File: src/rtl/mem_sequencer_if.sv
// rtl/mem_sequencer_if.sv - memory bus between the sequencer and instruction/data memory
interface mem_sequencer_if #(
  parameter int AW = 9,
  parameter int DW = 16
);
  logic [1:0]    mem_cmd;
  logic [AW-1:0] mem_addr;
  logic [DW-1:0] mem_wdata;
  logic          mem_ready;
  logic [DW-1:0] mem_rdata;

  modport master (
    output mem_cmd, mem_addr, mem_wdata,
    input  mem_ready, mem_rdata
  );

  modport slave (
    input  mem_cmd, mem_addr, mem_wdata,
    output mem_ready, mem_rdata
  );
endinterface

File: src/rtl/mem_sequencer.sv
// rtl/mem_sequencer.sv - PC/IR/DAR/WDR owner sequencing fetch and data accesses with wait-state timeout
module mem_sequencer #(
  parameter int            AW       = 9,
  parameter int            DW       = 16,
  parameter logic [AW-1:0] RESET_PC = '0,
  parameter int            MAX_WAIT = 15
) (
  input  logic                   clk,
  input  logic                   reset,
  input  logic                   fetch_req,
  input  logic                   data_req,
  input  logic                   data_we,
  input  logic [AW-1:0]          data_addr,
  input  logic [DW-1:0]          data_wdata,
  input  logic                   br_take,
  input  logic                   br_rel,
  input  logic [AW-1:0]          br_target,
  input  logic [AW-1:0]          br_off,
  input  logic                   halt,
  mem_sequencer_if.master        mem,
  output logic [AW-1:0]          pc,
  output logic [DW-1:0]          ir,
  output logic [DW-1:0]          data_rdata,
  output logic                   busy,
  output logic                   done,
  output logic                   err,
  output logic                   halted
);

  localparam logic [7:0] WAIT_LIM = 8'(MAX_WAIT);

  typedef enum logic [2:0] {
    S_IDLE   = 3'd0,
    S_FETCH  = 3'd1,
    S_DREAD  = 3'd2,
    S_DWRITE = 3'd3,
    S_HALT   = 3'd4
  } state_t;

  state_t        state, state_nxt;
  logic [AW-1:0] pc_q, pc_nxt;
  logic [DW-1:0] ir_q, ir_nxt;
  logic [AW-1:0] dar_q, dar_nxt;
  logic [DW-1:0] wdr_q, wdr_nxt;
  logic [DW-1:0] rdata_q, rdata_nxt;
  logic [7:0]    wait_q, wait_nxt, wait_inc;
  logic          done_q, done_nxt;
  logic          err_q, err_nxt;

  // State and data registers; reset forces the bus idle immediately
  always_ff @(posedge clk or negedge reset) begin
    if (!reset) begin
      state   <= S_IDLE;
      pc_q    <= RESET_PC;
      ir_q    <= '0;
      dar_q   <= '0;
      wdr_q   <= '0;
      rdata_q <= '0;
      wait_q  <= '0;
      done_q  <= 1'b0;
      err_q   <= 1'b0;
    end else begin
      state   <= state_nxt;
      pc_q    <= pc_nxt;
      ir_q    <= ir_nxt;
      dar_q   <= dar_nxt;
      wdr_q   <= wdr_nxt;
      rdata_q <= rdata_nxt;
      wait_q  <= wait_nxt;
      done_q  <= done_nxt;
      err_q   <= err_nxt;
    end
  end

  // Next-state: one IDLE action per cycle (halt > branch > fetch > data), busy states wait on mem_ready
  always_comb begin
    state_nxt = state;
    pc_nxt    = pc_q;
    ir_nxt    = ir_q;
    dar_nxt   = dar_q;
    wdr_nxt   = wdr_q;
    rdata_nxt = rdata_q;
    wait_nxt  = wait_q;
    done_nxt  = 1'b0;
    err_nxt   = 1'b0;
    wait_inc  = wait_q + 8'd1;
    case (state)
      S_IDLE: begin
        if (halt) begin
          state_nxt = S_HALT;
        end else if (br_take) begin
          pc_nxt = br_rel ? (pc_q + br_off) : br_target;
        end else if (fetch_req) begin
          state_nxt = S_FETCH;
          wait_nxt  = '0;
        end else if (data_req) begin
          dar_nxt   = data_addr;
          wdr_nxt   = data_wdata;
          wait_nxt  = '0;
          state_nxt = data_we ? S_DWRITE : S_DREAD;
        end
      end
      S_FETCH, S_DREAD, S_DWRITE: begin
        if (mem.mem_ready) begin
          // completion beats the timeout when both land in the same cycle
          done_nxt  = 1'b1;
          state_nxt = S_IDLE;
          if (state == S_FETCH) begin
            ir_nxt = mem.mem_rdata;
            pc_nxt = pc_q + AW'(1);
          end
          if (state == S_DREAD) begin
            rdata_nxt = mem.mem_rdata;
          end
        end else if (wait_inc == WAIT_LIM) begin
          err_nxt   = 1'b1;
          state_nxt = S_IDLE;
          wait_nxt  = wait_inc;
        end else begin
          wait_nxt = wait_inc;
        end
      end
      S_HALT: begin
        state_nxt = S_HALT;
      end
      default: begin
        state_nxt = S_IDLE;
      end
    endcase
  end

  // Bus and status outputs decoded from registered state only
  always_comb begin
    mem.mem_cmd   = 2'b00;
    mem.mem_addr  = pc_q;
    mem.mem_wdata = wdr_q;
    busy          = 1'b0;
    halted        = 1'b0;
    case (state)
      S_FETCH: begin
        mem.mem_cmd = 2'b01;
        busy        = 1'b1;
      end
      S_DREAD: begin
        mem.mem_cmd  = 2'b01;
        mem.mem_addr = dar_q;
        busy         = 1'b1;
      end
      S_DWRITE: begin
        mem.mem_cmd  = 2'b10;
        mem.mem_addr = dar_q;
        busy         = 1'b1;
      end
      S_HALT: begin
        halted = 1'b1;
      end
      default: begin
        mem.mem_cmd = 2'b00;
      end
    endcase
  end

  assign pc         = pc_q;
  assign ir         = ir_q;
  assign data_rdata = rdata_q;
  assign done       = done_q;
  assign err        = err_q;

endmodule

File: src/flat_wrapper.sv
// flat-port wrapper written by rule: the top's interface ports become plain ports
module mem_sequencer_flat 
#(
  parameter int            AW       = 9,
  parameter int            DW       = 16,
  parameter logic [AW-1:0] RESET_PC = '0,
  parameter int            MAX_WAIT = 15
)
  (clk, reset, fetch_req, data_req, data_we, data_addr, data_wdata, br_take, br_rel, br_target, br_off, halt, pc, ir, data_rdata, busy, done, err, halted, mem_mem_cmd, mem_mem_addr, mem_mem_wdata, mem_mem_ready, mem_mem_rdata);
  mem_sequencer_if #(.AW(AW), .DW(DW)) mem_i ();
  input  logic clk;
  input  logic reset;
  input  logic fetch_req;
  input  logic data_req;
  input  logic data_we;
  input  logic [AW-1:0] data_addr;
  input  logic [DW-1:0] data_wdata;
  input  logic br_take;
  input  logic br_rel;
  input  logic [AW-1:0] br_target;
  input  logic [AW-1:0] br_off;
  input  logic halt;
  output logic [AW-1:0] pc;
  output logic [DW-1:0] ir;
  output logic [DW-1:0] data_rdata;
  output logic busy;
  output logic done;
  output logic err;
  output logic halted;
  output wire logic [$bits(mem_i.mem_cmd)-1:0] mem_mem_cmd;
  output wire logic [$bits(mem_i.mem_addr)-1:0] mem_mem_addr;
  output wire logic [$bits(mem_i.mem_wdata)-1:0] mem_mem_wdata;
  input wire logic [$bits(mem_i.mem_ready)-1:0] mem_mem_ready;
  input wire logic [$bits(mem_i.mem_rdata)-1:0] mem_mem_rdata;
  assign mem_mem_cmd = mem_i.mem_cmd;
  assign mem_mem_addr = mem_i.mem_addr;
  assign mem_mem_wdata = mem_i.mem_wdata;
  assign mem_i.mem_ready = mem_mem_ready;
  assign mem_i.mem_rdata = mem_mem_rdata;
  mem_sequencer #(.AW(AW), .DW(DW), .RESET_PC(RESET_PC), .MAX_WAIT(MAX_WAIT)) u_core (.clk(clk), .reset(reset), .fetch_req(fetch_req), .data_req(data_req), .data_we(data_we), .data_addr(data_addr), .data_wdata(data_wdata), .br_take(br_take), .br_rel(br_rel), .br_target(br_target), .br_off(br_off), .halt(halt), .mem(mem_i), .pc(pc), .ir(ir), .data_rdata(data_rdata), .busy(busy), .done(done), .err(err), .halted(halted));
endmodule
File: config.mk
export PLATFORM = sky130hd
export DESIGN_NAME = mem_sequencer_flat
export DESIGN_NICKNAME = d
export VERILOG_FILES = /design/src/rtl/mem_sequencer_if.sv /design/src/rtl/mem_sequencer.sv /design/src/flat_wrapper.sv
export SDC_FILE = /design/constraint.sdc
export NUM_CORES = 1
export LEC_CHECK = 0
export ABC_CLOCK_PERIOD_IN_PS = 2800
export CORE_MARGIN = 2
export CORE_UTILIZATION = 45
export DETAILED_ROUTE_END_ITERATION = 7
export PLACE_DENSITY = 0.91
export SLEW_MARGIN = 40
export SYNTH_ARGS = -nofsm -noshare
export SYNTH_HDL_FRONTEND = slang
export SYNTH_SLANG_ARGS = --single-unit
File: constraint.sdc
create_clock -name clk -period 2.8 [get_ports clk]
set_input_delay 0.56 -clock clk [delete_from_list [all_inputs] [get_ports clk]]
set_output_delay 0.56 -clock clk [all_outputs]
set_load 0.01 [all_outputs]
# Word level (Yosys, flattened, before mapping)

Cells that the tools add are included.

Multiplexer cells: 29
$add $sub $neg: 3
Equality and inequality tests: 15
Bitwise logic cells: 3
Reduce and logical (&&, ||, !) cells: 11

Operators by type and width:

| operator            | number |
|---|---|
| $mux 9              | 6 |
| $mux 8              | 5 |
| $mux 3              | 6 |
| $pmux 9 s2          | 1 |
| $pmux 8 s2          | 1 |
| $reduce_and 5->1    | 3 |
| $add 9x1->9 const B | 1 |
| $add 9x9->9         | 1 |
| $pmux 3 s3          | 1 |
| $reduce_and 3->1    | 3 |
| $add 8x1->8 const B | 1 |
| $eq 8x4->1 const B  | 1 |
| $mux 1              | 8 |
| $ne 2x2->1 const B  | 4 |
| $eq 3x2->1 const B  | 2 |
| $ne 3x3->1 const B  | 2 |
| $ne 2x1->1 const B  | 2 |
| $ne 4x4->1 const B  | 1 |
| $pmux 2 s2          | 1 |
| $reduce_or 2->1     | 2 |
| $eq 3x1->1 const B  | 1 |
| $eq 3x3->1 const B  | 1 |
| $logic_not 3->1     | 1 |
| $ne 3x1->1 const B  | 1 |
| 3 further kinds     | 5 |

Output and inout bits: 72
Input port bits: 68
Bits in registers: 79

# Logic depth before layout (Yosys ltp)

Gate-level depths: netlist of run 1.

Depth in word-level cells: 6
Mapped depth: 8
Gate-level depth less buffers: 8

# Worst setup path before layout of run 1

Ideal clock, no wire load.

Path type: input-to-reg
Start point: in halt
End point: reg u_core.dar_q[4]
Stages on the path: 5
Path buffers: 2
Library setup time: 0.125 ns
Path slack: 0.500 ns
Required time: 2.675 ns
Arrival: 2.175 ns
Cell sequence: or4_1 > buf_2 > nor4b_4 > buf_6 > mux2_2

Longest elaborated chain between the ends: 2

RTL lines:

| item                       | RTL line            | source |
|---|---|---|
| from (decl)                | flat_wrapper.sv:22  | `input logic halt;` |
| $not 1->1 (no line)        | --                  |  |
| $reduce_and 5->1 (no line) | --                  |  |
| to (signal assigned)       | mem_sequencer.sv:66 | `dar_q <= dar_nxt;` |
| to (decl)                  | mem_sequencer.sv:43 | `logic [AW-1:0] dar_q, dar_nxt;` |

No other way between the ends.
A chain may end at the register's enable or synchronous reset.

# Final worst setup path of run 1

Start point: reg u_core.state[1]
End point: out mem_mem_addr[7]

Longest elaborated chain between the ends: 3
Elaborated cells on any way between the ends: 4
Classes of those cells: 2 x eq/ne; 1 x mux; 1 x reduce/logical

RTL lines:

| item                          | RTL line             | source |
|---|---|---|
| from (decl)                   | mem_sequencer.sv:40  | `state_t state, state_nxt;` |
| from (signal assigned)        | mem_sequencer.sv:63  | `state <= state_nxt;` |
| $eq 3x2->1                    | mem_sequencer.sv:139 | `case (state)` |
| $reduce_or 2->1 (no line) (*) | --                   |  |
| $mux 9 (*)                    | mem_sequencer.sv:139 |  |
| to (decl)                     | flat_wrapper.sv:31   | `output wire logic [$bits(mem_i.mem_addr)-1:0] mem_mem_addr;` |

Mark *: on every way between the ends. The rest lies on a longest branch, timed or not.

==> summary.md, run 1 <==
| Metric | Value |
|---|---|
| Status | `complete, no violations` |
| TritonCTS buffer count | `9` |
| Post-synth cell types | `50` |
| Overall Global Routing Usage | `0.2199` |
| Placer Congestion | `~0.83` |
| Sequential-to-total area share from yosys stat | `0.4970` |
| Number of global-route vias before repair | `3,406` |
| Row count | `34` |
| First-pass DRT Iterations | `5` |
| Top Usage Layer GRT | `met2` |
| Clock Sinks | `between 70 and 80` |
| Req. time, crit path | `~2.2 ns` |
| IO Port Bufs | `~140` |
| DP Cell Count | `just under 600` |
| Final-report hold violation count | `0` |
| Final Util | `0.6626` |
| Met2 usage | `0.3688` |
| Grt met3 use | `0.05798` |
| Synth Flop Type | `dfrtp_1` |
| Slew margin rel. | `0.5249` |
| Grt ovf | `0` |
| CTS Buffer Depth | `2` |
| Synthesis-to-finish area growth | `43.85%` |
| Setup_tns | `0 ns` |
| Syn. warnings | `0` |
| Violation count after the first detailed-route iteration | `154` |
| Vias/cell | `around 5.4` |
| Die Y-Extent | `roughly 98 um` |
| ANT cells | `0` |
| TritonCTS clock tree | `built` |
| Worst Clk Skew | `between 0.005 and 0.006 ns` |
| Power Dens Cells | `a little over 500 mW/mm2` |
| Fin crit share | `0.9332` |
| Worst r2r dst | `u_core.wait_q[2]$_DFFE_PN0P_` |
| Reg-to-reg slack, setup | `~0.54 ns` |
| Crit end category | `output port` |
| Post-CTS Setup Bufs | `0` |
| Syn Inst Count | `~340` |
| DRT antenna net count | `0` |
| Worst EP arrival | `approximately 2.1 ns` |
| CTS HTree Levels | `3` |
| CP max FO | `11` |
| Final #Nets | `about 570` |
| Final WL | `10.18 mm` |
| Post-synthesis async set-or-reset flop share | `1.000` |
| Io pins | `140` |
| Final min period | `~2.6 ns` |
| Final setup viols | `0` |
| RSZ-0062 raised after global routing | `no` |
| Die area | `just under 0.01 mm2` |
| # DRC | `0` |
| First-pass GRT wire length | `about 17 mm` |
| #FFs+latches synth | `79` |
| Number of synthesized flops with an enable pin | `0` |
| WL per Instance | `16.94 um` |
| Finished Layout Cells | `roughly 600` |
| Largest net degree at the start of global routing | `80` |
| P_leak | `between 0.002 and 0.003 uW` |
| Number of max-cap violations | `0` |
| Critical path launch point type | `flip-flop` |
| Hold Path Class | `input port to async pin` |
| R2R Path Start | `u_core.state[0]$_DFFE_PN0P_` |
| Worst-path clk slew | `0.09 ns` |
| Die W | `~100 um` |
| Min Hold Slack | `approximately 0.20 ns` |
| DR vias | `3,255` |
| Met1 GRT Util | `0.2732` |
| VDD IR max | `0.2625 mV` |
| Mapped Area | `roughly 0.0040 mm2` |
| Post-Syn Nets | `around 420` |
| Antenna violations before repair | `0` |
| HPWL after detailed placement | `approximately 7.6 mm` |
| Share of layout cells above drive strength 1 | `0.1968` |
| Clock latency on the worst-skew pair | `between 0.3 and 0.4 ns` |
| Core ar. | `between 0.008 and 0.009 mm2` |
| Slew Limit Fails | `0` |
| Least-Margin Pin Slew | `0.7126 ns` |
| Root buffer cell | `clkbuf_8` |
| Max Clk Rate | `around 380 MHz` |
| Setup CP Type | `flip-flop to output port` |
| Avg Inst Size Synth | `roughly 12 um2` |
| FF-to-FF path depth | `6` |
| Initial core utilization | `0.4606` |
## sequential cells by signal (all words and copies together), names as in the netlist
signal                flops
u_core.done               1
u_core.mem.mem_wdata     16
u_core.ir                16
u_core.wait_q             8
u_core.err                1
u_core.data_rdata        16
u_core.dar_q              9
u_core.state              3
u_core.pc                 9
## worst max-delay path by stage
stage                                           start                                  end  slack (ns)  cells past startpoint
after floorplan                                  halt          u_core.dar_q[4]$_DFFE_PN0P_        0.50                      5
after global placement                           halt  u_core.mem.mem_wdata[6]$_DFFE_PN0P_        0.23                      5
after global routing      u_core.state[1]$_DFFE_PN0P_                      mem_mem_addr[8]        0.02                      4
after CTS                 u_core.state[1]$_DFFE_PN0P_                      mem_mem_addr[8]        0.09                      4
final                     u_core.state[1]$_DFFE_PN0P_                      mem_mem_addr[7]        0.19                      4
after detailed placement                         halt         u_core.wait_q[2]$_DFFE_PN0P_        0.19                      7
## report_power, final
part | internal (uW) | total [uW] | switching [uW]
combinational | 436 | 755 | 320
sequential | 1210 | 1320 | 106
clock | 424 | 884 | 460
total | 2070 | 2960 | 886
## cell families after synthesis
family | count (synthesis) | synth area share
and+or+nand+nor | 83 | 0.1136
AOI/OAI and AO/OA | 63 | 0.1003
DFF | 79 | 0.4970
muxes | 70 | 0.1966
adders and majority gates | 12 | 0.03963
xor gates and xnor gates | 11 | 0.02422
buffers and inverters | 24 | 0.02863
## layout by cell type, fill, tap and decap left out, types with 3 or more instances in the layout
cell type        instances
mux2_2                  65
o21bai_1                 3
xnor2_1                  8
clkbuf_8                 9
o21ai_0                 20
nand3_1                  5
nand4_1                  4
xor2_1                   3
nor3_1                   8
clkdlybuf4s50_1        138
ha_1                    11
a21o_1                   3
and3_1                   5
a21oi_1                 17
buf_4                    9
nand2_1                 13
nor2_1                  21
or3_1                    3
mux2i_1                  5
or2_2                    3
dfrtp_1                 78
inv_1                   10
nor4_1                   3
and2_1                   6
## cell usage after synthesis, types with 3 or more instances
master | instances | area share
a21o_1 | 3 | 0.0057
a21oi_1 | 17 | 0.021
and2_1 | 6 | 0.0094
and3_1 | 5 | 0.0079
buf_1 | 3 | 0.0028
buf_6 | 3 | 0.0085
clkbuf_1 | 7 | 0.0066
dfrtp_1 | 79 | 0.50
ha_1 | 11 | 0.035
inv_1 | 10 | 0.0094
mux2_2 | 65 | 0.18
mux2i_1 | 5 | 0.013
nand2_1 | 13 | 0.012
nand3_1 | 5 | 0.0063
nand4_1 | 4 | 0.0063
nor2_1 | 21 | 0.020
nor3_1 | 8 | 0.010
nor4_1 | 3 | 0.0047
o21ai_0 | 20 | 0.025
o21bai_1 | 3 | 0.0057
or2_2 | 3 | 0.0047
or3_1 | 3 | 0.0047
xnor2_1 | 8 | 0.018
xor2_1 | 3 | 0.0066
## per-stage QoR
stage	total power (uW)	setup slack (ns)	area, um2
after floorplan	1667	0.4999	3978
after global placement	2060	0.2338	5513
after detailed placement	2094	0.1886	5517
after CTS	2988	0.08604	5720
after global routing	3115	0.02447	5722
final	2957	0.1871	5722
## layer usage
layer	part of all wire	vias to the layer above	wire length (um)
met5	0	-	0
met4	0.021	0	216
met3	0.073	17	741
met2	0.51	123	5161
met1	0.40	1580	4061
li1	-	1535	-
## final cells by class
type / instances / area [um2]
Fill cell: 651 / 2914
Sequential cell: 79 / 1978
Timing Repair Buffer: 149 / 1480
Tap cell: 108 / 135.1
Inverter: 10 / 37.54
Clock inverter: 7 / 80.08
Clock buffer: 9 / 123.9
Multi-Input combinational cell: 239 / 1887
## critical path, cell delays in order, from the launching register on
cell	delay (ns)
dfrtp_2	0.46
nor2b_1	0.19
buf_4	0.20
mux2_2	0.34
clkdlybuf4s50_1	0.51
## timing repair
| action | 4_1_cts | 5_1_grt |
|---|---|---|
| gates resized for setup | 0 | 1 |
| hold buffers | 0 | 0 |
| setup endpoints to repair | 0 | 8 |
(Power assumes the default switching activity.)
==> run 2: changes to the inputs <==
ABC_CLOCK_PERIOD_IN_PS = not set   (was 2800)
==> results of run 2 <==
Same layout as run 1: the final DEF is identical, and so are final timing and power.
==> run 3: changes to the inputs <==
CORE_ASPECT_RATIO = 1.75   (was not set)
==> summary.md, run 3 (synthesized netlist as in run 1, its figures left out) <==
| Metric | Value |
|---|---|
| Status | `complete, no violations` |
| # DRC | `0 (unchanged)` |
| Switching Power | `869.9 uW (-1.8%)` |
| Commonest non-fill, non-tap cell in the layout | `clkdlybuf4s50_1` |
| RSZ-0062 raised after global routing | `no` |
| Multi-input combinational cell area | `0.001887 mm2 (unchanged)` |
| Reg-to-reg slack, setup | `0.59 ns (+0.05 ns)` |
| Most frequent cells in the layout | `clkdlybuf4s50_1, dfrtp_1, mux2_2` |
| Worst Clk Skew | `0.006632 ns (+0.001233 ns)` |
| Die W | `75.07 um (-23%)` |
| Pre-CTS WS | `0.1812 ns (-0.007344 ns)` |
| Final setup viols | `0 (unchanged)` |
| Slew margin rel. | `0.5116 (-0.01331)` |
| Clock latency on the worst-skew pair | `0.33 ns (-0.03 ns)` |
| First-pass DRT Iterations | `4 (-1)` |
| Number of max-cap violations | `0 (unchanged)` |
| Final-report hold violation count | `0 (unchanged)` |
| Worst EP arrival | `2.02 ns (-0.03 ns)` |
| Least-Margin Pin Slew | `0.7326 ns (+0.01996 ns)` |
| Resize count post-CTS | `0 (unchanged)` |
| Net Sw Frac | `0.2617 (-0.03781)` |
| Final WL | `10.60 mm (+4.1%)` |
| DR vias | `3,299 (+1.4%)` |
| Vias/cell | `5.408 (-0.14%)` |
| Number of global-route vias before repair | `3,576 (+5.0%)` |
| Register area | `0.001977 mm2 (about the same)` |
| Clock Sinks | `79 (unchanged)` |
| Grt ovf | `0 (unchanged)` |
| Logic pwr share | `0.227 (-0.028)` |
| Clk pwr share | `0.377 (+0.078)` |
| Share of layout cells above drive strength 1 | `0.1927 (-0.004057)` |
| Largest net degree at the start of global routing | `80 (unchanged)` |
| Root buffer cell | `clkbuf_16` |
| Overall Global Routing Usage | `0.2319 (+0.01197)` |
| Initial core utilization | `0.4617 (+0.001137)` |
| Post-route cell area | `0.005852 mm2 (+2.3%)` |
| Critical path launch point type | `flip-flop` |
| Slew Limit Fails | `0 (unchanged)` |
| Io pins | `140 (unchanged)` |
| Placer Congestion | `0.8280 (about the same)` |
| CTS Buffer Depth | `2 (unchanged)` |
| Core ar. | `0.008615 mm2 (-0.25%)` |
| TritonCTS clock tree | `built` |
| Die Y-Extent | `128.4 um (+31%)` |
| ANT cells | `0 (unchanged)` |
| Fill cells | `659 (+1.2%)` |
| Antenna violations before repair | `0 (unchanged)` |
| Synthesis-to-finish area growth | `47.12%` |
| P_leak | `0.002656 uW (+2.2%)` |
| Final #Nets | `568 (unchanged)` |
| Share of power burned in registers | `0.396 (-0.050)` |
| WL per Instance | `17.37 um (+2.6%)` |
| Die area | `0.009637 mm2 (+0.31%)` |
| First-pass GRT wire length | `16.93 mm (+0.49%)` |
| Final min period | `2.585 ns (-0.02818 ns)` |
| Final Util | `0.6793 (+0.01674)` |
| Post-CTS Setup Bufs | `0 (unchanged)` |
| Row count | `45 (+32%)` |
| Setup_tns | `0 ns (unchanged)` |
| IO Port Bufs | `139 (unchanged)` |
| VDD IR max | `0.6736 mV (+160%)` |
| Hold-fix buffers, CTS | `0 (unchanged)` |
| TritonCTS buffer count | `9 (unchanged)` |
| Worst-path clk slew | `0.06 ns (-0.03 ns)` |
| CP max FO | `12 (+1)` |
| Max Clk Rate | `386.9 MHz (+1.1%)` |
| Placed Area | `0.005528 mm2 (+0.20%)` |
| Power Dens Cells | `568.0 mW/mm2 (+9.9%)` |
| Violation count after the first detailed-route iteration | `196 (+27%)` |
| Fin crit share | `0.9231 (-0.01006)` |
| Setup WS post-layout | `0.2152 ns (+0.02818 ns)` |
| Pint | `2454 uW (+18%)` |
| Req. time, crit path | `2.24 ns (about the same)` |
| DRT antenna net count | `0 (unchanged)` |
| Setup CP Type | `flip-flop to output port` |
| Crit end category | `output port` |
| CTS HTree Levels | `3 (unchanged)` |
| Hold Path Class | `input port to async pin` |
| HPWL after detailed placement | `7.920 mm (+4.8%)` |
| Tot Pwr | `3324 uW (+12%)` |
## run 3: cell types whose count changed in the layout (fill, tap and decap cells not counted), sizes merged
cell	change
clkbuf	+2
bufinv	+1
inv	-3
## run 3: worst paths after layout
kind	startpoint	endpoint	cells after the start
worst max-delay path	u_core.state[2]$_DFFE_PN0P_	mem_mem_addr[5]	4
worst min-delay path	reset	u_core.data_rdata[8]$_DFFE_PN0P_	1
worst max register to register	u_core.state[0]$_DFFE_PN0P_	u_core.dar_q[6]$_DFFE_PN0P_	4
worst min register to register	u_core.dar_q[7]$_DFFE_PN0P_	u_core.dar_q[7]$_DFFE_PN0P_	1
max in group asynchronous	reset	u_core.mem.mem_wdata[3]$_DFFE_PN0P_	1
min in group clk	u_core.dar_q[7]$_DFFE_PN0P_	u_core.dar_q[7]$_DFFE_PN0P_	1
## run 3: critical path, stage by stage, from the launching register on
cell and delay (ns):
dfrtp_1 0.47, nor2b_1 0.14, buf_4 0.21, mux2_2 0.35
clkdlybuf4s50_1 0.52
## run 3: metrics by stage
step / cells / hold WS, ns
floorplan: 342 / 0.2644
global placement: 594 / 0.4841
detailed placement: 594 / 0.4908
CTS: 610 / 0.2919
global route: 610 / 0.3133
finish: 610 / 0.2260
## run 3: cell type report
class | instances | area share
repair buffers | 149 | 0.2529
multi-input cells | 239 | 0.3224
inverters | 10 | 0.006414
clock inverters | 5 | 0.01390
flip-flops and latches | 79 | 0.3378
well taps | 117 | 0.02502
clock buffers | 11 | 0.04148
## run 3: layer usage
layer	GRT usage	vias up	part of all wire
li1	-	1534	-
met3	0.05638	23	0.052
met4	0.1134	0	0.033
met2	0.4118	113	0.55
met1	0.2473	1629	0.37
met5	0	-	0
## run 3: power by group through the flow
stage / clock network (uW) / logic [uW] / registers, uW
floorplan: 0 / 334 / 1330
global placement: 0 / 730 / 1330
detailed placement: 0 / 754 / 1340
CTS: 1280 / 760 / 1320
global route: 1320 / 818 / 1330
finish: 1250 / 754 / 1320
==> RTL edit 1 (flow settings as in run 1) <==
Add an input register stage for `br_target`; this delays it by one clock. The other inputs are not delayed to match.
--- a/src/rtl/mem_sequencer.sv
+++ b/src/rtl/mem_sequencer.sv
@@ -36,6 +36,12 @@
     S_DWRITE = 3'd3,
     S_HALT   = 3'd4
   } state_t;
+
+  logic [AW-1:0] br_target_q;
+
+  always_ff @(posedge clk) begin
+    br_target_q <= br_target;
+  end
 
   state_t        state, state_nxt;
   logic [AW-1:0] pc_q, pc_nxt;
@@ -89,7 +95,7 @@
         if (halt) begin
           state_nxt = S_HALT;
         end else if (br_take) begin
-          pc_nxt = br_rel ? (pc_q + br_off) : br_target;
+          pc_nxt = br_rel ? (pc_q + br_off) : br_target_q;
         end else if (fetch_req) begin
           state_nxt = S_FETCH;
           wait_nxt  = '0;
Check against the original RTL: not equivalent (Yosys sat finds a counterexample within 4 cycles, from zero or initial values and one cycle with reset low).
==> RTL edit 1 against run 1 <==
- die area up 3.6%
- design area up 2.1%
- clock skew up 0.0028 ns
- synthesized area up 3.7%
- total power up 7.4%
- cell count up 4.7%
- count of clock-buffer cells in the layout up 1
- routed wire length up 1.5%
- worst hold slack better by 0.019 ns
- worst setup slack worse by 0.048 ns
- sequential cell count up 9
==> RTL edit 1: results (changes against run 1) <==
[logic_synthesis]
synth_common_cells = dfrtp_1 (79), nand2_1 (64), mux2_2 (49), nor2_1 (26), o21ai_0 (17)  ; was dfrtp_1 (79), mux2_2 (65), nor2_1 (21), o21ai_0 (20), a21oi_1 (17)
synthArstFlopShare_pct = 89.8  ; was 100%
synthAdderAreaFrac_pct = 3.82  ; was 3.96%
ys_top_cells_by_area = dfrtp_1 (48%), mux2_2 (13%), nand2_1 (5.8%)  ; was dfrtp_1 (50%), mux2_2 (18%), ha_1 (3.5%)
ys_seq_area_share_pct = 52.3  ; was 49.7%
ys_types = 53  ; was 50
muxShareOfSynthArea_pct = 15.1  ; was 19.7%
netlist_instances = 375  ; was 342
yosys.area_share.xor_xnor_pct = 2.33  ; was 2.42%
synth_nets = 455  ; was 422

[global_route]
track_usage_pct = 21.2  ; was 22.0%
grtUsageMet3_pct = 3.72  ; was 5.80%
grt_max_degree = 80  ; unchanged
grt_use_met2_pct = 34.9  ; was 36.9%
grt_pass1_wl_mm = 16.7  ; was 16.8 mm
use_met1_pct = 28.1  ; was 27.3%

[power]
sequentialPowerShare_pct = 45.5  ; was 44.6%
vdd.ir_drop.worst_uv = 258  ; was 262 uV
clockPowerShare_pct = 31.6  ; was 29.9%
total_power_mw = 3.18  ; was 2.96 mW
leakage_nw = 2.68  ; was 2.60 nW
swShare_pct = 27.8  ; was 29.9%

[final_layout]
drive_gt1_share_pct = 16.7  ; was 19.7%
finalNetCount = 596  ; was 568

[critical_path]
r2r_slack_ns = 0.45  ; was 0.54 ns
slowest_delay_ns = 0.58  ; was 0.51 ns
required_ns = 2.24  ; about the same
r2r-end = u_core.pc[7]  ; was u_core.wait_q[2]
critPathLaunch = u_core.state[2]  ; was u_core.state[1]
regToRegStartpoint = u_core.pc[1]  ; was u_core.state[0]
critPathCapture = busy  ; was mem_mem_addr[7]
worst-path-max-fanout = 11  ; unchanged
worstPathArrival_ns = 2.10  ; was 2.05 ns
r2r_cells = 7  ; was 6

[place]
dp_cells = 613  ; was 585
hpwl_mm = 7.50  ; was 7.55 mm
io_buffer_count = 139  ; unchanged
gp_congestion = 0.859  ; was 0.828

[timing]
finClkSkew_ns = 0.00820  ; was 0.00540 ns
whs_ns = 0.223  ; was 0.204 ns
setup_viol = 0  ; unchanged
slew_headroom_pct = 51.0  ; was 52.5%

[cts]
cts_max_level = 3  ; unchanged
clockBufferDepth = 2  ; unchanged
cts_resized = 1  ; was 0

[routing]
drt_wl_total_mm = 10.3  ; was 10.2 mm
viasPerCell = 5.35  ; was 5.42
met1Wirelength_mm = 4.46  ; was 4.06 mm
dr_total_vias = 3365  ; was 3255
wl_met3_um = 492  ; was 741 um
wl_met2_mm = 5.17  ; was 5.16 mm
drtIter0Drc = 90  ; was 154
drt_first_pass_iters = 4  ; was 5

[outcome]
status = completed  ; unchanged

## RTL edit 1: cell count changes in the layout (fill, tap and decap cells not counted), sizes merged, moves of 3 or more
cell and change:
a21oi -7, a31oi +3, and2 -4, buf -3, dfxtp +9, inv -3, mux2 -16, nand2 +51
nor2 +9, nor3 -4
## RTL edit 1: through the flow
step           setup WS (ns)  instance area (um2)
2_1_floorplan          0.713                 4130
3_3_place_gp           0.143                 5610
3_5_place_dp          0.0301                 5610
4_1_cts               0.0147                 5840
5_1_grt               0.0107                 5840
6_report               0.139                 5840
## RTL edit 1: final cells by class
| class | instances | area, um2 |
|---|---|---|
| Inverter | 10 | 40.0 |
| Fill cell | 695 | 2960 |
| Tap cell | 108 | 135 |
| Clock buffer | 10 | 138 |
| Multi-Input combinational cell | 261 | 1830 |
| Timing Repair Buffer | 146 | 1450 |
| Sequential cell | 88 | 2160 |
| Clock inverter | 6 | 92.6 |
==> RTL edit 2 (config.mk and constraints of run 1) <==
Made on the original files. `DW` is set to 16 in 3 places; all go to 32.
--- a/src/rtl/mem_sequencer_if.sv
+++ b/src/rtl/mem_sequencer_if.sv
@@ -1,7 +1,7 @@
 // rtl/mem_sequencer_if.sv - memory bus between the sequencer and instruction/data memory
 interface mem_sequencer_if #(
   parameter int AW = 9,
-  parameter int DW = 16
+  parameter int DW = 32
 );
   logic [1:0]    mem_cmd;
   logic [AW-1:0] mem_addr;
--- a/src/rtl/mem_sequencer.sv
+++ b/src/rtl/mem_sequencer.sv
@@ -1,7 +1,7 @@
 // rtl/mem_sequencer.sv - PC/IR/DAR/WDR owner sequencing fetch and data accesses with wait-state timeout
 module mem_sequencer #(
   parameter int            AW       = 9,
-  parameter int            DW       = 16,
+  parameter int            DW       = 32,
   parameter logic [AW-1:0] RESET_PC = '0,
   parameter int            MAX_WAIT = 15
 ) (
--- a/src/flat_wrapper.sv
+++ b/src/flat_wrapper.sv
@@ -2,7 +2,7 @@
 module mem_sequencer_flat 
 #(
   parameter int            AW       = 9,
-  parameter int            DW       = 16,
+  parameter int            DW       = 32,
   parameter logic [AW-1:0] RESET_PC = '0,
   parameter int            MAX_WAIT = 15
 )
Ports: changed (5 resized); port bits go from 140 to 220. The function was not compared with the original's and may differ.
==> RTL edit 2 against run 1 <==
- synthesized area is 44% higher
- design area is 53% higher
- critical path type unchanged
- total power is 84% higher
- critical endpoint is now mem_mem_addr[6]
- worst setup slack worse by 0.096 ns
- worst hold slack better by 0.024 ns
- sequential cell count is 48 higher
- routed wire length is 57% higher
- critical path depth stayed put
==> RTL edit 2: results (changes against run 1) <==
[timing]
worstMarginPinSlew_ns = 0.691  ; was 0.713 ns
whs_ns = 0.228  ; was 0.204 ns
finClkSkew_ns = 0.00997  ; was 0.00540 ns

[final_layout]
nMultiInputCombCells = 288  ; was 239
drive_gt1_share_pct = 23.6  ; was 19.7%
nonClkBufAreaFrac_pct = 26.3  ; was 25.9%
final_cell_area_um2 = 8780  ; was 5720 um2
final_cell_count_no_fill = 858  ; was 601
seq_share_pct = 36.2  ; was 34.6%
multi_input_area_share_pct = 27.6  ; was 33.0%
clockBufferCount = 23  ; was 9
fillers = 913  ; was 651
signal_buffers = 230  ; was 149
finalNetCount = 785  ; was 568
clk_share_pct = 7.04  ; was 3.56%
inv_count = 9  ; was 10

[global_route]
grt_pass1_wl_mm = 24.4  ; was 16.8 mm
grt_pass1_vias = 4807  ; was 3406
grt_max_degree = 128  ; was 80
track_usage_pct = 23.7  ; was 22.0%

[power]
vdd.ir_drop.worst_uv = 432  ; was 262 uV
leakage_nw = 3.98  ; was 2.60 nW

[place]
placed_cell_area_um2 = 8140  ; was 5520 um2
io_buffer_count = 219  ; was 139
dp_cells = 823  ; was 585
hpwl_mm = 11.3  ; was 7.55 mm
gp_congestion = 0.905  ; was 0.828
dp_slack_ns = 0.223  ; was 0.189 ns

[logic_synthesis]
synth-seq-cells = 127  ; was 79
syn_area_per_cell_um2 = 12.9  ; was 11.6 um2
synth_common_cells = dfrtp_1 (127), mux2_2 (112), nor2_1 (21), o21ai_0 (19), nand2_1 (17)  ; was dfrtp_1 (79), mux2_2 (65), nor2_1 (21), o21ai_0 (20), a21oi_1 (17)
ys_top_cells_by_area = dfrtp_1 (55%), mux2_2 (22%), ha_1 (2.4%)  ; was dfrtp_1 (50%), mux2_2 (18%), ha_1 (3.5%)
ys_seq_area_share_pct = 55.5  ; was 49.7%
ys_types = 51  ; was 50
synth_nets = 557  ; was 422

[critical_path]
worst-path-max-fanout = 11  ; unchanged
r2r-end = u_core.wait_q[3]  ; was u_core.wait_q[2]
critPathLaunch = u_core.state[2]  ; was u_core.state[1]
crit_family = buffers and inverters  ; unchanged
r2r_cells = 5  ; was 6
worstPathArrival_ns = 2.15  ; was 2.05 ns
r2r_slack_ns = 0.61  ; was 0.54 ns

[routing]
avgRoutedWirePerCell_um = 18.6  ; was 16.9 um
viasPerCell = 5.35  ; was 5.42
drtIter0Drc = 291  ; was 154

[cts]
clock_latency_ns = 0.41  ; was 0.36 ns
cts_max_level = 4  ; was 3
cts_root_buf = clkbuf_16  ; was clkbuf_8
path_clk_slew_ns = 0.05  ; was 0.09 ns
cts_buffers = 17  ; was 9

[outcome]
status = completed  ; unchanged

==> RTL edit 2: changes by cell type after synthesis, moves of 4 or more <==
| cell | delta |
|---|---|
| and2_1 | -4 |
| mux2_2 | +47 |
| dfrtp_1 | +48 |
| nand2_1 | +4 |
| nand3_1 | +6 |
| buf_2 | +13 |
==> RTL edit 2: timing repair <==
| item | CTS | global route |
|---|---|---|
| buffers inserted | 0 | 3 |
| gates resized for setup | 1 | 0 |
| setup endpoints to repair | 8 | 7 |
| gates cloned | 0 | 0 |
==> RTL edit 2: kinds of logic after synthesis <==
logic type / share of synthesized area (%)
DFF: 55.5
muxes: 23.1
and+or+nand+nor: 7.23
AOI/OAI and AO/OA: 7.34
buffers and inverters: 2.53
adders and majority gates: 2.75
xor gates and xnor gates: 1.53
==> RTL edit 2: routing by layer <==
metal,GRT usage (%),vias to the layer above,share of wire (%)
met5,0,-,0
met3,8.60,42,8.1
met4,11.8,0,3.4
met1,25.3,2283,35
li1,-,2061,-
met2,41.3,208,53
==> RTL edit 2: how the worst max path moves through the flow <==
stage	slack, ns	depth (start not counted)	endpoint
final	0.09	4	mem_mem_addr[6]
after global routing	0.02	4	mem_mem_addr[6]
after CTS	0.02	5	mem_mem_addr[6]
after detailed placement	0.22	6	u_core.pc[0]
after global placement	0.28	6	u_core.pc[0]
after floorplan	0.86	8	u_core.pc[6]
==> RTL edit 2: where the power goes <==
group	switching [mW]	leakage, nW	internal (mW)	total [mW]
Sequential	0.141	1.73	1.95	2.09
Combinational	0.451	1.94	0.619	1.07
Clock	0.784	0.304	1.49	2.28
Total	1.38	3.98	4.06	5.44
